File: src/rtl/conv2d_mac_if.sv
// conv2d_mac_if: window, coefficient-load and result bundle for conv2d_mac.
// master drives windows/coefficients; slave is the MAC datapath.
interface conv2d_mac_if #(
  parameter int K_KERNEL = 3,
  parameter int BWD      = 8,
  parameter int WBWD     = 8,
  parameter int ACC_W    = BWD + WBWD + $clog2(K_KERNEL*K_KERNEL) + 1
);
  logic [K_KERNEL*K_KERNEL*BWD-1:0] i_window;
  logic                             i_window_valid;
  logic                             i_window_end;
  logic signed [WBWD-1:0]           i_w_data;
  logic                             i_w_valid;
  logic                             o_w_loaded;
  logic signed [ACC_W-1:0]          o_result;
  logic                             o_result_valid;
  logic                             o_result_end;
  logic                             o_drop;

  modport master (
    output i_window, i_window_valid, i_window_end,
    output i_w_data, i_w_valid,
    input  o_w_loaded, o_result, o_result_valid,
    input  o_result_end, o_drop
  );

  modport slave (
    input  i_window, i_window_valid, i_window_end,
    input  i_w_data, i_w_valid,
    output o_w_loaded, o_result, o_result_valid,
    output o_result_end, o_drop
  );
endinterface

File: src/rtl/conv2d_mac.sv
// conv2d_mac: K*K window MAC, 3-stage pipeline, double-banked coefficients.
// Optional ReLU on the output when CONV2D_MAC_RELU_EN is defined.
module conv2d_mac #(
  parameter int K_KERNEL = 3,
  parameter int BWD      = 8,
  parameter int WBWD     = 8
) (
  input  logic       clk,
  input  logic       clear,
  conv2d_mac_if.slave bus
);
  localparam int KK    = K_KERNEL * K_KERNEL;
  localparam int ACC_W = BWD + WBWD + $clog2(KK) + 1;
  localparam int PW    = BWD + WBWD;
  localparam int CW    = $clog2(KK + 1);

  typedef logic signed [WBWD-1:0]  coef_t;
  typedef logic signed [PW-1:0]    prod_t;
  typedef logic signed [ACC_W-1:0] acc_t;

  coef_t         shd_q [KK];
  coef_t         act_q [KK];
  coef_t         bias_q;
  logic [CW-1:0] cnt_q, cnt_d;
  logic          loaded_q, drop_q;
  logic          commit, acc;

  prod_t prod_d [KK];
  prod_t prod_q [KK];
  coef_t b1_q, b2_q;
  logic  v1_q, e1_q, v2_q, e2_q, v3_q, e3_q;
  acc_t  sum_d, sum_q, tot_d, res_d, res_q;

  assign commit = bus.i_w_valid && (cnt_q == CW'(KK));
  assign acc    = bus.i_window_valid && loaded_q;

  always_comb begin
    cnt_d = cnt_q;
    if (bus.i_w_valid)
      cnt_d = commit ? '0 : cnt_q + 1'b1;
  end

  always_comb begin
    for (int i = 0; i < KK; i++)
      prod_d[i] = PW'($signed({1'b0, bus.i_window[i*BWD +: BWD]}))
                * PW'(act_q[i]);
  end

  always_comb begin
    sum_d = '0;
    for (int i = 0; i < KK; i++)
      sum_d = sum_d + ACC_W'(prod_q[i]);
  end

  assign tot_d = sum_q + ACC_W'(b2_q);

`ifdef CONV2D_MAC_RELU_EN
  assign res_d = tot_d[ACC_W-1] ? '0 : tot_d;
`else
  assign res_d = tot_d;
`endif

  always_ff @(posedge clk or posedge clear) begin
    if (clear) begin
      cnt_q    <= '0;
      loaded_q <= 1'b0;
      drop_q   <= 1'b0;
      bias_q   <= '0;
      for (int i = 0; i < KK; i++) begin
        shd_q[i] <= '0;
        act_q[i] <= '0;
      end
    end else begin
      cnt_q  <= cnt_d;
      drop_q <= drop_q | (bus.i_window_valid & ~loaded_q);
      for (int i = 0; i < KK; i++)
        if (bus.i_w_valid && cnt_q == CW'(i))
          shd_q[i] <= bus.i_w_data;
      // shadow is complete by the bias word, so the bank swaps whole
      if (commit) begin
        loaded_q <= 1'b1;
        bias_q   <= bus.i_w_data;
        for (int i = 0; i < KK; i++)
          act_q[i] <= shd_q[i];
      end
    end
  end

  always_ff @(posedge clk or posedge clear) begin
    if (clear) begin
      v1_q  <= 1'b0;
      e1_q  <= 1'b0;
      v2_q  <= 1'b0;
      e2_q  <= 1'b0;
      v3_q  <= 1'b0;
      e3_q  <= 1'b0;
      b1_q  <= '0;
      b2_q  <= '0;
      sum_q <= '0;
      res_q <= '0;
      for (int i = 0; i < KK; i++)
        prod_q[i] <= '0;
    end else begin
      v1_q <= acc;
      e1_q <= acc & bus.i_window_end;
      v2_q <= v1_q;
      e2_q <= e1_q;
      v3_q <= v2_q;
      e3_q <= e2_q;
      // bias rides with its window so a mid-stream reload stays coherent
      if (acc) begin
        b1_q <= bias_q;
        for (int i = 0; i < KK; i++)
          prod_q[i] <= prod_d[i];
      end
      if (v1_q) begin
        b2_q  <= b1_q;
        sum_q <= sum_d;
      end
      if (v2_q)
        res_q <= res_d;
    end
  end

  assign bus.o_w_loaded     = loaded_q;
  assign bus.o_drop         = drop_q;
  assign bus.o_result       = res_q;
  assign bus.o_result_valid = v3_q;
  assign bus.o_result_end   = e3_q;
endmodule

File: src/flat_wrapper.sv
// flat-port wrapper written by rule: the top's interface ports become plain ports
module conv2d_mac_flat 
#(
  parameter int K_KERNEL = 3,
  parameter int BWD      = 8,
  parameter int WBWD     = 8
)
  (clk, clear, bus_i_window, bus_i_window_valid, bus_i_window_end, bus_i_w_data, bus_i_w_valid, bus_o_w_loaded, bus_o_result, bus_o_result_valid, bus_o_result_end, bus_o_drop);
  conv2d_mac_if #(.K_KERNEL(K_KERNEL), .BWD(BWD), .WBWD(WBWD)) bus_i ();
  input  logic clk;
  input  logic clear;
  input wire logic [$bits(bus_i.i_window)-1:0] bus_i_window;
  input wire logic [$bits(bus_i.i_window_valid)-1:0] bus_i_window_valid;
  input wire logic [$bits(bus_i.i_window_end)-1:0] bus_i_window_end;
  input wire logic [$bits(bus_i.i_w_data)-1:0] bus_i_w_data;
  input wire logic [$bits(bus_i.i_w_valid)-1:0] bus_i_w_valid;
  output wire logic [$bits(bus_i.o_w_loaded)-1:0] bus_o_w_loaded;
  output wire logic [$bits(bus_i.o_result)-1:0] bus_o_result;
  output wire logic [$bits(bus_i.o_result_valid)-1:0] bus_o_result_valid;
  output wire logic [$bits(bus_i.o_result_end)-1:0] bus_o_result_end;
  output wire logic [$bits(bus_i.o_drop)-1:0] bus_o_drop;
  assign bus_i.i_window = bus_i_window;
  assign bus_i.i_window_valid = bus_i_window_valid;
  assign bus_i.i_window_end = bus_i_window_end;
  assign bus_i.i_w_data = bus_i_w_data;
  assign bus_i.i_w_valid = bus_i_w_valid;
  assign bus_o_w_loaded = bus_i.o_w_loaded;
  assign bus_o_result = bus_i.o_result;
  assign bus_o_result_valid = bus_i.o_result_valid;
  assign bus_o_result_end = bus_i.o_result_end;
  assign bus_o_drop = bus_i.o_drop;
  conv2d_mac #(.K_KERNEL(K_KERNEL), .BWD(BWD), .WBWD(WBWD)) u_core (.clk(clk), .clear(clear), .bus(bus_i));
endmodule
File: config.mk
export PLATFORM = sky130hd
export DESIGN_NAME = conv2d_mac_flat
export DESIGN_NICKNAME = d
export VERILOG_FILES = /design/src/rtl/conv2d_mac_if.sv /design/src/rtl/conv2d_mac.sv /design/src/flat_wrapper.sv
export SDC_FILE = /design/constraint.sdc
export NUM_CORES = 2
export LEC_CHECK = 0
export ABC_CLOCK_PERIOD_IN_PS = 16120
export CORE_UTILIZATION = 30
export DETAILED_ROUTE_END_ITERATION = 6
export PLACE_DENSITY = 0.51
export RECOVER_POWER = 25
export SLEW_MARGIN = 20
export SYNTH_ARGS = -nofsm -noshare
export SYNTH_HDL_FRONTEND = slang
export SYNTH_SLANG_ARGS = --single-unit
File: constraint.sdc
create_clock -name clk -period 16.12 [get_ports clk]
set_clock_uncertainty 0.2 [all_clocks]
set_input_delay 3.224 -clock clk [delete_from_list [all_inputs] [get_ports clk]]
set_output_delay 3.224 -clock clk [all_outputs]
set_load 0.005 [all_outputs]
# After elaboration in Yosys (flattened, before gate mapping)
# Index checks and enable logic that the tools add are counted.
classes:
  add_sub_neg: 10
  multipliers: 9
  n_eq_ne: 9
  n_mux: 1
  bitwise_logic: 4
  reduce_logical: 12
op_table:
  columns: ["cell", "n"]
  rows:
  - ["$mul 9x8->16", 9]
  - ["$add 21x16->21", 6]
  - ["$add 21x8->21", 1]
  - ["$add 17x16->18", 1]
  - ["$add 16x16->17", 1]
  - ["$eq 4x3->1 const B", 4]
  - ["$logic_and 1x1->1", 11]
  - ["$eq 4x2->1 const B", 2]
  - ["$eq 4x4->1 const B", 2]
  - ["$add 4x1->4 const B", 1]
  - ["$eq 4x1->1 const B", 1]
  - ["$logic_not 4->1", 1]
  - ["$mux 4", 1]
  - ["$and 1x1->1", 2]
  - ["$not 1->1", 1]
  - ["$or 1x1->1", 1]
word_totals:
  reg_bits: 366
  in_bits: 85

# Longest topological paths before layout
depth:
  word_depth: 8
  ltp_mapped: 27
  depth_no_buf: 27

# Least setup slack after synthesis
# OpenSTA, ideal clock, no wires.
synth_path:
  kind: "input -> register"
  startpoint: "input port bus_i_window[63]"
  endpoint: "register u_core.prod_q[31] in the netlist's numbering"
  t_arrival_ns: 6.975
  required_time_ns: 15.791
  setup_slack_ns: 8.816
  stages: 16
  n_path_buf: 0
  path_cell_list: "nand2_1 > fa_1 > fa_1 > inv_1 > fa_1 > inv_1 > fa_1 > inv_1 > ha_1 > and2_1 > a22o_1 > o41a_1 > a211oi_1 > a21oi_1 > xnor2_1 > o21ai_1"
synth_via:
  elab_chain_len: 1
synth_lines:
  columns: ["item", "line_no", "text"]
  rows:
  - ["start, declared", "flat_wrapper.sv:12", "input wire logic [$bits(bus_i.i_window)-1:0] bus_i_window;"]
  - ["$mul 9x8->16", "conv2d_mac.sv:46", "* PW'(act_q[i]);"]
  - ["end signal, assigned by index", "conv2d_mac.sv:114", "prod_q[i] <= prod_d[i];"]
  - ["end, declared", "conv2d_mac.sv:29", "prod_t prod_q [KK];"]
# Every way passes these cells.
# A chain may end at the register's enable or synchronous reset.

==> run summary <==
top post-synthesis cells by area -> dfrtp_1 24%, fa_1 24%, ha_1 14%
Overall Global Routing Usage -> 15.9%
Main synth FF type -> dfrtp_1
Crit. End Element -> async pin
Distinct cells, synth -> 80
starting density of the core -> 30.3%
first-pass GRT wire length -> 156,000 um
CTS tree -> yes
worst hold slack -> 0.146 ns
Post-Synth XOR/XNOR Area -> 2.40%
Critical Path AT -> 9.66 ns
DRC violations left -> 37
main combinational cell family by area after synthesis -> adder cells
post-CTS sizing -> 0
FMAX -> 109 MHz
Mapped Area -> 0.0376 mm^2
WL/cell -> 17.3 um
Clk Latency, worst-skew pair -> 0.63 ns
gpl congestion -> 0.812
Worst Path Max Fanout -> 92
Final Util -> 34.0%
slowest cell on the critical path -> clkinvlp_2
Die Height -> 356 um
Tmin final -> 9.21 ns
Rows -> 129
synth warn -> 0
FF+latch area -> 0.00916 mm^2
layout cells sized above 1 -> 7.67%
initial antenna violation count -> 8
CORE AREA -> 0.124 mm^2
# IOs -> 110
post-synthesis register bit count -> 366
vias post-DR -> 25,900
Clk pin slew, worst setup/hold paths -> 0.05 ns
RSZ-0062 raised after global routing -> no
Hold Fails Final Rpt -> 0
H-Tree Depth -> 2
Relative slew margins -> -219%
DIE AREA -> 0.127 mm^2
Post-CTS Repair Setup Buffers -> 0
crit path kind -> in -> async
Gate Count Post-Synth -> 3,819
Worst-Margin Slew -> 4.78 ns
Post-Syn Nets -> 4,767
Buf+Inv Stages, Crit Path -> 4
FFs w/ async S/R, synth -> 100%
area grow syn2layout -> 12.2%
period utilization -> 57.2%
CTS buffer count -> 50
most frequent cell after synthesis -> inv_1
dpl hpwl -> 75,700 um
simple-gate area share of the yosys netlist -> 14.6%
violated checks -> DRC, capacitance limit, slew limit
nets@finish -> 4,848
drt first-iter violations -> 1,313
number of synthesized flops with an enable pin -> 0
vias in the first global route -> 27,000
multiplexer area fraction after synthesis -> 5.50%
Root Driver -> clkbuf_16
Synth top cells by count -> 628 x inv_1, 489 x nand2_1, 441 x fa_1, 422 x ha_1, 366 x dfrtp_1
Setup-failing EPs final -> 0
CP Launch Type -> input pin
register area share after synthesis -> 24.4%
cts-stage hold buffer count -> 0
status -> complete, but fails checks
Worst Hold Class -> reg -> reg
CP Cell Sequence -> dlygate4sd3_1 -> clkinvlp_2 -> clkbuf_1 -> buf_4
drt total wl -> 96,800 um
I/O Buffers -> 109
TritonRoute pass-1 iters -> 7
# fillers -> 12,700
maxcap violations -> 7
leading area contributor after synthesis -> dfrtp_1
TNS Setup -> 0 ns
syn avg cell area -> 9.84 um^2
post-route ant nets -> 0
Worst path max stage delay -> 2.38 ns
critical path's top delay family -> buffers and inverters
clk sink count -> 366
share of the synthesized area in the top cell type -> 24.4%
area fraction in compound gates after synthesis -> 8.34%
total grt overflow -> 0
Die Width -> 356 um
clock buffer depth -> 3
largest net degree at the start of global routing -> 164
adder-cell share of the synthesized area -> 37.6%
Final Slew Violations -> 446
worst path required time -> 16.57 ns
vias per cell -> 4.64
footprint of the multi-input gates -> 0.0256 mm^2
## final timing paths
path | startpoint | end | slack [ns] | depth (start not counted)
max | clear | u_core.act_q[24]$_DFFE_PP0P_ | 6.91 | 4
max in group clk | bus_i_w_valid | u_core.act_q[3]$_DFFE_PP0P_ | 8.13 | 4
min in group asynchronous | clear | u_core.bus.o_result[12]$_DFFE_PP0P_ | 4.17 | 2
max reg2reg | u_core.prod_q[98]$_DFFE_PP0P_ | u_core.sum_q[20]$_DFFE_PP0P_ | 8.84 | 22
min | u_core.e1_q$_DFF_PP0_ | u_core.e2_q$_DFF_PP0_ | 0.15 | 0
min reg2reg | u_core.e1_q$_DFF_PP0_ | u_core.e2_q$_DFF_PP0_ | 0.15 | 0
## cell type report
class	count	share of cell area, %
clock buffer	68	3.52
sequential	366	21.7
inverter	628	5.60
timing repair buffer	120	2.69
clock inverter	23	0.710
multi-input combinational	2734	60.9
tap	1637	4.86
antenna	6	0.0356
## through the flow
| stage | instances | instance area, um^2 | setup slack [ns] |
|---|---|---|---|
| 2_1_floorplan | 3819 | 37600 | 2.54 |
| 3_3_place_gp | 5485 | 40400 | 7.93 |
| 3_5_place_dp | 5485 | 40400 | 7.83 |
| 4_1_cts | 5576 | 42200 | 8.51 |
| 5_1_grt | 5576 | 42100 | 5.72 |
| 6_report | 5582 | 42100 | 6.91 |
## metal layers
metal	vias to the layer above	global-route usage, %	part of all wire (%)
met3	99	1.91	3.7
met1	12900	21.8	47
met4	2	3.85	2.1
met2	376	26.5	48
li1	12500	-	-
met5	-	0	0.013
## worst reg2reg max path, cell delays in order (launching register included)
cell      delay [ns]
dfrtp_1         0.41
fa_1            0.57
ha_1            0.23
a21oi_1         0.20
o211ai_1        0.12
a21oi_1         0.30
a211oi_1        0.20
o32ai_1         0.45
o21ai_0         0.19
xnor2_1         0.43
fa_1            0.53
fa_1            0.46
fa_1            0.49
inv_1           0.05
fa_1            0.44
ha_1            0.38
a21o_1          0.22
a21oi_1         0.24
o211ai_1        0.18
a211oi_1        0.27
a21oi_1         0.12
xnor2_1         0.19
mux2_2          0.29
## cell families after synthesis
logic type | after synthesis
AOI/OAI and AO/OA | 480
xor gates and xnor gates | 103
adders and majority gates | 863
buffers and inverters | 719
DFF | 366
muxes | 184
and+or+nand+nor | 1104
## flip-flops by register name (all words and copies together) (netlist names), 4 cells and up
| signal | flops |
|---|---|
| u_core.bias_q | 8 |
| u_core.shd_q | 72 |
| u_core.cnt_q | 4 |
| u_core.bus.o_result | 21 |
| u_core.b2_q | 8 |
| u_core.prod_q | 144 |
| u_core.b1_q | 8 |
| u_core.sum_q | 21 |
| u_core.act_q | 72 |
## cell usage in the layout (no fill, tap or decap), drive strengths merged, types with 64 or more instances in the layout
cell / n
clkdlybuf4s50: 99
and2: 290
inv: 628
dfrtp: 366
fa: 441
mux2: 176
ha: 422
xnor2: 66
o21ai: 157
a21oi: 88
nor2: 83
clkbuf: 73
nand2b: 64
nand2: 489
Power is not shown: default switching activity piles up to over one toggle a cycle in this logic, so the estimate is an artifact.
